--- src/rtl/mem_access_unit.sv ---
`timescale 1ns/1ps
// mem_access_unit: single-outstanding load/store sequencer in front of the
// memory controller. It latches a request, issues one single-cycle read or
// write strobe, waits READ_LATENCY cycles for load data and returns it over
// a valid/ready response channel. Control outputs are decoded from the state
// register only.
module mem_access_unit #(
  parameter int DATA_WIDTH   = 16,
  parameter int READ_LATENCY = 1   // legal range 1..8
) (
  input  logic                  clk,
  input  logic                  rst,
  input  logic                  req_valid,
  output logic                  req_ready,
  input  logic                  req_write,
  input  logic [DATA_WIDTH-1:0] req_addr,
  input  logic [DATA_WIDTH-1:0] req_wdata,
  output logic                  rsp_valid,
  input  logic                  rsp_ready,
  output logic [DATA_WIDTH-1:0] rsp_rdata,
  output logic [1:0]            o_action,
  output logic [DATA_WIDTH-1:0] o_address,
  output logic [DATA_WIDTH-1:0] o_data,
  input  logic [DATA_WIDTH-1:0] i_data,
  output logic                  busy
);

  typedef enum logic [2:0] {
    S_IDLE,
    S_WRITE,
    S_ISSUE,
    S_WAIT,
    S_RESP
  } state_t;

  localparam logic [1:0] ACT_NONE  = 2'b00;
  localparam logic [1:0] ACT_READ  = 2'b01;
  localparam logic [1:0] ACT_WRITE = 2'b10;

  // Count value reached in the WAIT cycle during which i_data is valid.
  localparam logic [3:0] LAST_CNT = 4'(READ_LATENCY - 1);

  state_t                state_q, state_d;
  logic [3:0]            cnt_q, cnt_d;
  logic [DATA_WIDTH-1:0] addr_q, addr_d;
  logic [DATA_WIDTH-1:0] wdata_q, wdata_d;
  logic [DATA_WIDTH-1:0] rdata_q, rdata_d;

  // State and datapath registers; everything returns to its idle value on rst.
  always_ff @(posedge clk or posedge rst) begin
    if (rst) begin
      state_q <= S_IDLE;
      cnt_q   <= '0;
      addr_q  <= '0;
      wdata_q <= '0;
      rdata_q <= '0;
    end else begin
      // NOTE: non-blocking so every register samples the pre-edge values of the others.
      state_q <= state_d;
      cnt_q   <= cnt_d;
      addr_q  <= addr_d;
      wdata_q <= wdata_d;
      rdata_q <= rdata_d;
    end
  end

  // Next-state logic and state-decoded outputs.
  always_comb begin
    // NOTE: every output of this block gets a default first, so no path can infer a latch.
    state_d   = state_q;
    cnt_d     = cnt_q;
    addr_d    = addr_q;
    wdata_d   = wdata_q;
    rdata_d   = rdata_q;
    req_ready = 1'b0;
    rsp_valid = 1'b0;
    o_action  = ACT_NONE;

    case (state_q)
      S_IDLE: begin
        req_ready = 1'b1;
        if (req_valid) begin
          addr_d  = req_addr;
          wdata_d = req_wdata;
          if (req_write) begin
            state_d = S_WRITE;
          end else begin
            state_d = S_ISSUE;
            cnt_d   = '0;
          end
        end
      end
      S_WRITE: begin
        o_action = ACT_WRITE;
        state_d  = S_IDLE;
      end
      S_ISSUE: begin
        o_action = ACT_READ;
        state_d  = S_WAIT;
      end
      S_WAIT: begin
        cnt_d = cnt_q + 4'd1;
        if (cnt_q == LAST_CNT) begin
          rdata_d = i_data;
          state_d = S_RESP;
        end
      end
      S_RESP: begin
        rsp_valid = 1'b1;
        if (rsp_ready) begin
          state_d = S_IDLE;
        end
      end
      default: begin
        state_d = S_IDLE;
      end
    endcase
  end

  assign o_address = addr_q;
  assign o_data    = wdata_q;
  assign rsp_rdata = rdata_q;
  assign busy      = (state_q != S_IDLE);

endmodule

--- config.mk ---
export PLATFORM = sky130hd
export DESIGN_NAME = mem_access_unit
export DESIGN_NICKNAME = d
export VERILOG_FILES = /design/src/rtl/mem_access_unit.sv
export SDC_FILE = /design/constraint.sdc
export NUM_CORES = 1
export LEC_CHECK = 0
export BUFFER_PORTS_ARGS = -buffer_cell sky130_fd_sc_hd__clkbuf_2
export CORE_MARGIN = 2
export CORE_UTILIZATION = 49
export CTS_BUF_LIST = sky130_fd_sc_hd__clkbuf_8
export CTS_CLUSTER_DIAMETER = 40
export CTS_CLUSTER_SIZE = 28
export DETAILED_ROUTE_END_ITERATION = 8
export PLACE_DENSITY = 0.89
export SLEW_MARGIN = 20
export SYNTH_ARGS = -nofsm -noshare
export SYNTH_HDL_FRONTEND = slang
export SYNTH_SLANG_ARGS = --single-unit
--- constraint.sdc ---
create_clock -name clk -period 2.1 [get_ports clk]
set_clock_uncertainty 0.05 [all_clocks]
set_input_delay 0.105 -clock clk [delete_from_list [all_inputs] [get_ports clk]]
set_output_delay 0.105 -clock clk [all_outputs]
set_load 0.02 [all_outputs]
==> impl_metrics.json <==
{
  "final_cell_mix": "clkbuf_2 (105), dfrtp_1 (55), dlygate4sd3_1 (49)",
  "io_buffers": 105,
  "rsz0062_at_grt": "false",
  "dp_cells": 318,
  "num_vias": 1793,
  "crit_arrival_ns": 1.91,
  "synth_area_mm2": 0.00242,
  "power.density_mw_per_mm2": 1470,
  "antenna_found_initial": 0,
  "place_congestion": 0.733,
  "h-tree-depth": 2,
  "wl_um": 5880,
  "grt_pass1_wl_um": 9150,
  "cp.required_ns": 2.24,
  "final_area_mm2": 0.00356,
  "die_x_um": 74.3,
  "run_status": "finished clean",
  "setup.worst_path.end_class": "flop",
  "yosysSeqAreaShare": 0.568,
  "cts_buffers": 5,
  "pwr-share-seq": 0.374,
  "dr.first_iter.drc_count": 84,
  "syn_nets": 205,
  "clock_latency_ns": 0.29,
  "final_max_slew_viol_count": 0,
  "worst_slew_pin_slew_ns": 0.570,
  "final_cell_count_no_fill": 375,
  "n_antenna_cell": 0,
  "final_common_cell": "clkbuf_2",
  "reg2reg_slack_ns": 0.33,
  "place_hpwl_um": 3630,
  "worstHoldEndpoint": "state_q[2]",
  "crit_type": "reg2reg",
  "drive_above_1_share": 0.545,
  "drv_cap": 0,
  "drt-wirelength-per-cell_um": 15.7,
  "synth_cell_types": 27,
  "tns_ns": 0,
  "cts.sinks": 55,
  "core_area_mm2": 0.00475,
  "die_area_mm2": 0.00552,
  "power_switching_mw": 2.09,
  "startpoint_type": "flop",
  "relSlewSlack": 0.620,
  "initial_core_util": 0.510,
  "ctsRootBufferMaster": "clkbuf_8",
  "crit_fanout": 32,
  "netlist_instances": 150,
  "power_frac_comb": 0.522,
  "grt_pass1_vias": 1884,
  "p_total_mw": 5.24,
  "drc": 0,
  "placed_area_mm2": 0.00299,
  "cts_tree": "built",
  "ys_seq_elements": 55,
  "grt-ovfl-total": 0,
  "hold_violations": 0,
  "rows": 25,
  "nets": 362,
  "postCtsResizedCells": 0,
  "cts.clk_slew.worst_paths_ns": 0.09,
  "final-setup-viol-count": 0,
  "min-delay-start": "rsp_ready",
  "ant_nets": 0,
  "finalCriticalPeriod_ns": 1.77,
  "final.period_utilization": 0.842,
  "die_height_um": 74.3,
  "viasPerCell": 4.78,
  "hold_path_depth": 3,
  "r2r-start": "state_q[1]",
  "cts_buffer_depth": 2,
  "syn_area_per_cell_um2": 16.2,
  "grt_max_degree": 33,
  "p_leak_nw": 1.83,
  "r2r_end": "o_address[13]",
  "r2r_cells": 4,
  "max_freq_mhz": 566,
  "p_int_mw": 3.15,
  "area_growth_pct": 47.0,
  "ioPinCount": 106,
  "switching_share": 0.398,
  "grtUsageTotal": 0.219,
  "ir_drop_mv": 0.969,
  "worstHoldPathType": "in2reg",
  "pwr-share-clk": 0.104,
  "yosysWarnings": 0,
  "drtPass1Iterations": 4
}
-- cells in the mapped netlist (all sizes together) --
| cell type | number | area [um2] |
|---|---|---|
| nand2 | 2 | 15.0 |
| a211oi | 1 | 7.51 |
| buf | 5 | 82.6 |
| mux2 | 48 | 691 |
| a21oi | 8 | 40.0 |
| and2 | 1 | 6.26 |
| nor3b | 3 | 27.5 |
| and3 | 2 | 12.5 |
| nand2b | 1 | 6.26 |
| mux2i | 1 | 10.0 |
| ha | 2 | 25.0 |
| or4b | 1 | 10.0 |
| nor3 | 3 | 20.0 |
| inv | 6 | 22.5 |
| and3b | 1 | 10.0 |
| o21a | 1 | 7.51 |
| nor2b | 3 | 18.8 |
| nor2 | 2 | 7.51 |
| clkbuf | 1 | 3.75 |
| dfrtp | 55 | 1380 |
| o31ai | 2 | 15.0 |
| and4 | 1 | 8.76 |
-- repair_timing --
action,4_1_cts,5_1_grt
buffers inserted,0,0
hold buffers,49,0
endpoints found under the hold margin,74,0
endpoints found under the setup margin,0,0
-- sequential cells by signal, summed over array words and instances, names as in the netlist --
register / flops
o_data: 16
cnt_q: 4
state_q: 3
o_address: 16
rsp_rdata: 16
-- cell families (layout without fill, tap and decap cells) --
kind of cell / Yosys count / in the layout / synth area share
simple gates: 20 / 20 / 0.0589
mux: 49 / 49 / 0.289
fa+ha+maj: 2 / 2 / 0.0103
compound gates: 12 / 12 / 0.0289
flops: 55 / 55 / 0.568
buf+inv: 12 / 170 / 0.0449
-- layer usage --
layer / global-route usage / vias to the layer above / share of wire
met5: 0 / - / 0
met2: 0.389 / 80 / 0.50
met3: 0.0407 / 12 / 0.059
li1: - / 840 / -
met4: 0.0675 / 0 / 0.020
met1: 0.272 / 861 / 0.42
-- metrics by stage --
step                      setup WS, ns  hold WS [ns]   util
final                            0.332        0.0503  0.749
after global routing             0.243        0.0601  0.749
after CTS                        0.327        0.0415  0.749
after detailed placement         0.333         0.140  0.628
after global placement           0.396         0.134  0.628
after floorplan                  0.354         0.203      -
-- worst max-delay path by stage --
stage,start,end,slack (ns),cells after the start
3_3_place_gp,state_q[1],o_address[13],0.40,4
5_1_grt,state_q[1],o_address[13],0.24,4
2_1_floorplan,state_q[0],o_address[0],0.35,5
3_5_place_dp,state_q[1],o_address[13],0.33,4
6_report,state_q[1],o_address[13],0.33,4
4_1_cts,state_q[1],o_address[13],0.33,4
-- area by class of cell --
type                       count  area [um2]
tap                           67        83.8
clock inverter                 3        16.3
inverter                       6        22.5
sequential                    55        1380
fill                         309        1190
timing repair buffer         156        1060
clock buffer                   5        68.8
multi-input combinational     83         940
-- worst max-delay path, stage by stage, from the launching register on --
cell	delay, ns
dfrtp_1	0.51
nor3_2	0.27
and2_2	0.21
buf_12	0.25
mux2_2	0.36
-- power groups by stage --
| stage | clock network (mW) | registers (mW) | logic [mW] |
|---|---|---|---|
| 2_1_floorplan | 0 | 2.48 | 1.41 |
| 3_3_place_gp | 0 | 1.92 | 2.59 |
| 3_5_place_dp | 0 | 1.95 | 2.65 |
| 4_1_cts | 0.572 | 1.94 | 2.74 |
| 5_1_grt | 0.612 | 2.03 | 2.92 |
| 6_report | 0.546 | 1.96 | 2.73 |
No activity file was read; power rests on OpenSTA's default activity.
